--- config.mk ---
export PLATFORM = sky130hd
export DESIGN_NAME = tx_link_scheduler
export DESIGN_NICKNAME = d
export VERILOG_FILES = /design/src/rtl/tx_link_scheduler.sv
export SDC_FILE = /design/constraint.sdc
export NUM_CORES = 1
export LEC_CHECK = 0
export BUFFER_PORTS_ARGS = -buffer_cell sky130_fd_sc_hd__clkbuf_2
export CAP_MARGIN = 25
export CORE_ASPECT_RATIO = 1.4
export CORE_MARGIN = 4
export CORE_UTILIZATION = 52
export DETAILED_ROUTE_END_ITERATION = 8
export PLACE_DENSITY = 0.78
export SYNTH_ARGS = -nofsm -noshare
export SYNTH_HDL_FRONTEND = slang
export SYNTH_SLANG_ARGS = --single-unit
--- constraint.sdc ---
create_clock -name clk -period 1.95 [get_ports clk]
set_input_delay 0 -clock clk [delete_from_list [all_inputs] [get_ports clk]]
set_output_delay 0 -clock clk [all_outputs]
set_load 0.01 [all_outputs]
--- src/rtl/tx_link_scheduler.sv ---
// Round-robin scheduler sharing one parity-checked serial sender, with NAK/timeout retry.
// Build option: define FIXED_PRIORITY_EN for lowest-index-wins arbitration instead of round-robin.
module tx_link_scheduler #(
    parameter int N_REQ     = 4,
    parameter int DATA_W    = 4,
    parameter int MAX_RETRY = 3,
    parameter int TIMEOUT   = 64,
    localparam int OW       = (N_REQ > 1) ? $clog2(N_REQ) : 1
) (
    input  logic                    clk,
    input  logic                    rst_n,
    input  logic [N_REQ-1:0]        req,
    input  logic [N_REQ*DATA_W-1:0] req_data,
    output logic [DATA_W-1:0]       tx_data,
    output logic                    tx_send,
    input  logic                    tx_busy,
    input  logic                    rx_ack,
    input  logic                    rx_nak,
    output logic [N_REQ-1:0]        done,
    output logic [N_REQ-1:0]        fail,
    output logic                    active,
    output logic [OW-1:0]           owner
);

    localparam int TW = $clog2(TIMEOUT + 1);
    localparam int RW = $clog2(MAX_RETRY + 2);

    typedef enum logic [2:0] {IDLE, LAUNCH, WAIT_BUSY, WAIT_TX, WAIT_RESP} state_t;

    state_t            state, state_n;
    logic [TW-1:0]     timer, timer_n;
    logic [RW-1:0]     retry_cnt, retry_n;
    logic [OW-1:0]     owner_n, grant_idx, cand;
    logic [DATA_W-1:0] tx_data_n;
    logic              tx_send_n, active_n, granted;
    logic [N_REQ-1:0]  done_n, fail_n, owner_oh;
    logic              attempt_ok, attempt_bad, expired;
`ifndef FIXED_PRIORITY_EN
    logic [OW-1:0]     rr_ptr, rr_n, rr_after;
`endif

    assign owner_oh = {{(N_REQ-1){1'b0}}, 1'b1} << owner;
    assign expired  = (timer == TW'(TIMEOUT - 1));
`ifndef FIXED_PRIORITY_EN
    assign rr_after = (owner == OW'(N_REQ - 1)) ? '0 : owner + 1'b1;
`endif

    // Descending scan so the last hit kept is the nearest candidate.
    always_comb begin
        grant_idx = '0;
        granted   = 1'b0;
        cand      = '0;
        for (int k = N_REQ - 1; k >= 0; k--) begin
`ifdef FIXED_PRIORITY_EN
            cand = OW'(k);
`else
            cand = OW'((int'(rr_ptr) + k) % N_REQ);
`endif
            if (req[cand]) begin
                grant_idx = cand;
                granted   = 1'b1;
            end
        end
    end

    always_comb begin
        state_n     = state;
        timer_n     = timer;
        retry_n     = retry_cnt;
        owner_n     = owner;
        tx_data_n   = tx_data;
        tx_send_n   = 1'b0;
        done_n      = '0;
        fail_n      = '0;
        attempt_ok  = 1'b0;
        attempt_bad = 1'b0;
`ifndef FIXED_PRIORITY_EN
        rr_n        = rr_ptr;
`endif
        case (state)
            IDLE: begin
                if (granted) begin
                    owner_n   = grant_idx;
                    tx_data_n = req_data[int'(grant_idx)*DATA_W +: DATA_W];
                    retry_n   = '0;
                    state_n   = LAUNCH;
                end
            end
            LAUNCH: begin
                tx_send_n = 1'b1;
                timer_n   = '0;
                state_n   = WAIT_BUSY;
            end
            WAIT_BUSY: begin
                if (tx_busy) begin
                    state_n = WAIT_TX;
                    timer_n = '0;
                end else if (expired) attempt_bad = 1'b1;
                else timer_n = timer + 1'b1;
            end
            WAIT_TX: begin
                // A verdict may arrive before busy drops; NAK outranks ACK.
                if (rx_nak)        attempt_bad = 1'b1;
                else if (rx_ack)   attempt_ok  = 1'b1;
                else if (!tx_busy) begin
                    state_n = WAIT_RESP;
                    timer_n = '0;
                end else if (expired) attempt_bad = 1'b1;
                else timer_n = timer + 1'b1;
            end
            WAIT_RESP: begin
                if (rx_nak)       attempt_bad = 1'b1;
                else if (rx_ack)  attempt_ok  = 1'b1;
                else if (expired) attempt_bad = 1'b1;
                else timer_n = timer + 1'b1;
            end
            default: state_n = IDLE;
        endcase

        if (attempt_ok) begin
            done_n  = owner_oh;
            state_n = IDLE;
`ifndef FIXED_PRIORITY_EN
            rr_n    = rr_after;
`endif
        end
        if (attempt_bad) begin
            if (retry_cnt < RW'(MAX_RETRY)) begin
                retry_n = retry_cnt + 1'b1;
                state_n = LAUNCH;
            end else begin
                fail_n  = owner_oh;
                state_n = IDLE;
`ifndef FIXED_PRIORITY_EN
                rr_n    = rr_after;
`endif
            end
        end
        active_n = (state_n != IDLE);
    end

    always_ff @(posedge clk) begin
        if (!rst_n) begin
            state     <= IDLE;
            timer     <= '0;
            retry_cnt <= '0;
            owner     <= '0;
            tx_data   <= '0;
            tx_send   <= 1'b0;
            done      <= '0;
            fail      <= '0;
            active    <= 1'b0;
`ifndef FIXED_PRIORITY_EN
            rr_ptr    <= '0;
`endif
        end else begin
            state     <= state_n;
            timer     <= timer_n;
            retry_cnt <= retry_n;
            owner     <= owner_n;
            tx_data   <= tx_data_n;
            tx_send   <= tx_send_n;
            done      <= done_n;
            fail      <= fail_n;
            active    <= active_n;
`ifndef FIXED_PRIORITY_EN
            rr_ptr    <= rr_n;
`endif
        end
    end

endmodule

==> results.yml <==
sta:
  finalHoldViolCount: 0
  clock_skew_ns: 0.00620
  rsz0062_at_grt: "false"
  hold_slack_ns: 0.0133
  slew_headroom_pct: 59.4
  finalSetupViolations: 0
  fin_crit_sh_pct: 90.1
  drv_slew: 0
  tightest_slew_ns: 0.610
  timing.fmax_mhz: 569
  fin_crit_ns: 1.76
  fin_tns_setup_ns: 0
drt:
  dr.first_iter.drc_count: 37
  postRouteAntennaNets: 0
  via_per_inst: 5.50
  wl_per_cell_um: 13.9
  vias: 1475
  first_pass_iters: 4
  drc: 0
  drt_wl_total_um: 3710
synth:
  yosys.area_share.adder_pct: 4.60
  synth_warnings: 0
  netlist-cell-type-count: 45
  synthesis.nets: 214
  yosys.area_share.simple_pct: 25.3
  synth_top_family_by_area: "simple AND/OR/NAND/NOR gates"
  muxShareOfSynthArea_pct: 9.90
  syn_area_um2: 1630
  synth_xor_area_share_pct: 1.61
  ys_seq_area_share_pct: 38.1
  synth_compound_area_share_pct: 17.7
  synth_edf_count: 0
  yosys-top-cells-count: "dfxtp_1, nand2_1, mux2i_1"
  synthTopCellsByArea: "dfxtp_1, mux2i_1, ha_1"
  ys_ff_latch: 31
  synthArstFlopShare_pct: 0
  yosysTopAreaCell: "dfxtp_1"
  synthCells: 183
  synth_ff_type: "dfxtp_1"
  synth_top_area_share_pct: 38.1
  synth.most_common_cell: "dfxtp_1"
  avgSynthCellArea_um2: 8.91
clock_tree:
  cts.sinks: 31
  postCtsSetupRepairBufs: 0
  cts_buffer_depth: 2
  cts_buffers: 5
  clk_pin_slew_ns: 0.06
  clock_latency_ns: 0.28
  cts.htree.levels: 2
  cts_hold_buf: 0
  root_buffer: "clkbuf_8"
  cts_tree: "done"
  post_cts_resized: 0
global_routing:
  grt_max_degree: 30
  grt_pass1_vias: 1463
  grt_use_total_pct: 18.9
  overflow: 0
  antenna_found_initial: 0
  grt_pass1_wl_um: 6260
setup_path:
  reg2reg_depth: 6
  critPathMaxFanout: 5
  crit_chain: "ha_1, nand2_1, or3_1, a21o_4, a21oi_4, mux2i_1"
  start_kind: "flop"
  rrSetupSlack_ns: 0.19
  r2r-end: "retry_cnt[1]"
  worst_ep_required_time_ns: 2.15
  critPathMaxStageDelay_ns: 0.37
  r2r-start: "timer[0]"
  crit_arrival_ns: 1.96
  critPathSlowestCell: "dfxtp_1"
  critPathKind: "flop to flop"
  cp-end-kind: "flop"
pwr:
  p_leak_nw: 0.924
  vdd_ir_drop_max_mv: 0.618
  power_density_nw_per_um2: 879
  total_power_mw: 1.78
floorplanning:
  start_util_pct: 55.5
  die_w_um: 55.3
  pin_count: 41
  die_area_um2: 4110
  rows: 23
  die_h_um: 74.3
  coreArea_um2: 2940
place:
  dp_cells: 260
  place_congestion: 0.833
  numPortBuffers: 40
  dp_hpwl_um: 2830
finish:
  diodes: 0
  stdcell_count: 268
  layout-drive-gt1-share_pct: 28.1
  syn_to_final_growth_pct: 23.9
  fin_nets: 261
worst_hold_path:
  min_path_cells: 3
  hold_class: "input pin to flop"
  whs_endpoint: "tx_data[2]"
  min_from: "req_data[6]"
flow_run:
  drv_cap: 0
status:
  run_status: "completed"
## cells in the final DEF, fill, tap and decap left out, types with 2 or more instances in the layout
| cell type | instances |
|---|---|
| and3_1 | 6 |
| dfxtp_1 | 31 |
| mux2i_1 | 15 |
| inv_1 | 5 |
| ha_1 | 6 |
| o221ai_1 | 4 |
| nor2_1 | 11 |
| and4_1 | 2 |
| nand2_1 | 19 |
| o21a_1 | 3 |
| a21oi_2 | 2 |
| nand3_1 | 10 |
| nor2b_1 | 5 |
| o21ai_0 | 7 |
| buf_4 | 7 |
| nand2b_1 | 4 |
| or3_1 | 2 |
| nor3_1 | 4 |
| clkbuf_8 | 6 |
| a21oi_1 | 8 |
| and3b_1 | 2 |
| and2_1 | 4 |
| clkbuf_2 | 40 |
| xor2_1 | 3 |
## metrics by stage
step	util (%)	setup WS, ns	instance area [µm²]
after global placement	64.8	0.272	1900
after CTS	68.8	0.177	2020
final	68.8	0.192	2020
after floorplan	-	0.239	1630
after global routing	68.8	0.0690	2020
after detailed placement	64.8	0.215	1900
## state kept, by name (all words and copies together), names as in the netlist
signal	count
active	1
done	4
fail	4
owner	2
retry_cnt	3
rr_ptr	2
state	3
timer	7
tx_data	4
tx_send	1
## layer usage
| layer | part of all wire (%) | vias up | global-route usage (%) | routed length (µm) |
|---|---|---|---|---|
| met5 | 0 | - | 0 | 0 |
| met4 | 2.0 | 0 | 8.38 | 76 |
| met3 | 5.3 | 8 | 4.86 | 195 |
| met2 | 55 | 46 | 37.2 | 2030 |
| met1 | 38 | 672 | 18.4 | 1410 |
| li1 | - | 749 | - | - |
## report_power, final
part           internal, mW  total, mW  leakage, nW  switching (mW)
registers             0.684      0.720        0.252          0.0367
logic                 0.171      0.403        0.610           0.232
clock network         0.413      0.652       0.0612           0.239
## how the worst max path moves through the flow
stage          startpoint            to
3_3_place_gp     timer[0]       fail[3]
2_1_floorplan    timer[0]  retry_cnt[0]
6_report         timer[0]  retry_cnt[1]
3_5_place_dp     timer[0]  retry_cnt[1]
5_1_grt          timer[0]  retry_cnt[1]
4_1_cts          timer[0]  retry_cnt[1]
## critical path, delay by kind of cell (launching register included)
kind,cells,cell delay [ns]
muxes,1,0.22
AOI/OAI and AO/OA,2,0.43
and+or+nand+nor,2,0.42
adders and majority gates,1,0.23
DFF,1,0.37
## cell type report
| cell class | instances | area [µm²] |
|---|---|---|
| Multi-Input combinational cell | 140 | 965 |
| Fill cell | 255 | 915 |
| Sequential cell | 31 | 621 |
| Timing Repair Buffer | 47 | 253 |
| Clock buffer | 6 | 82.6 |
| Tap cell | 37 | 46.3 |
| Clock inverter | 2 | 35.0 |
| Inverter | 5 | 18.8 |
## kinds of logic after synthesis
| family | Yosys count |
|---|---|
| muxes | 16 |
| adders and majority gates | 6 |
| buffers and inverters | 12 |
| AOI/OAI and AO/OA | 38 |
| and+or+nand+nor | 77 |
| DFF | 31 |
| xor gates and xnor gates | 3 |
Power figures use the tool's default switching activity.
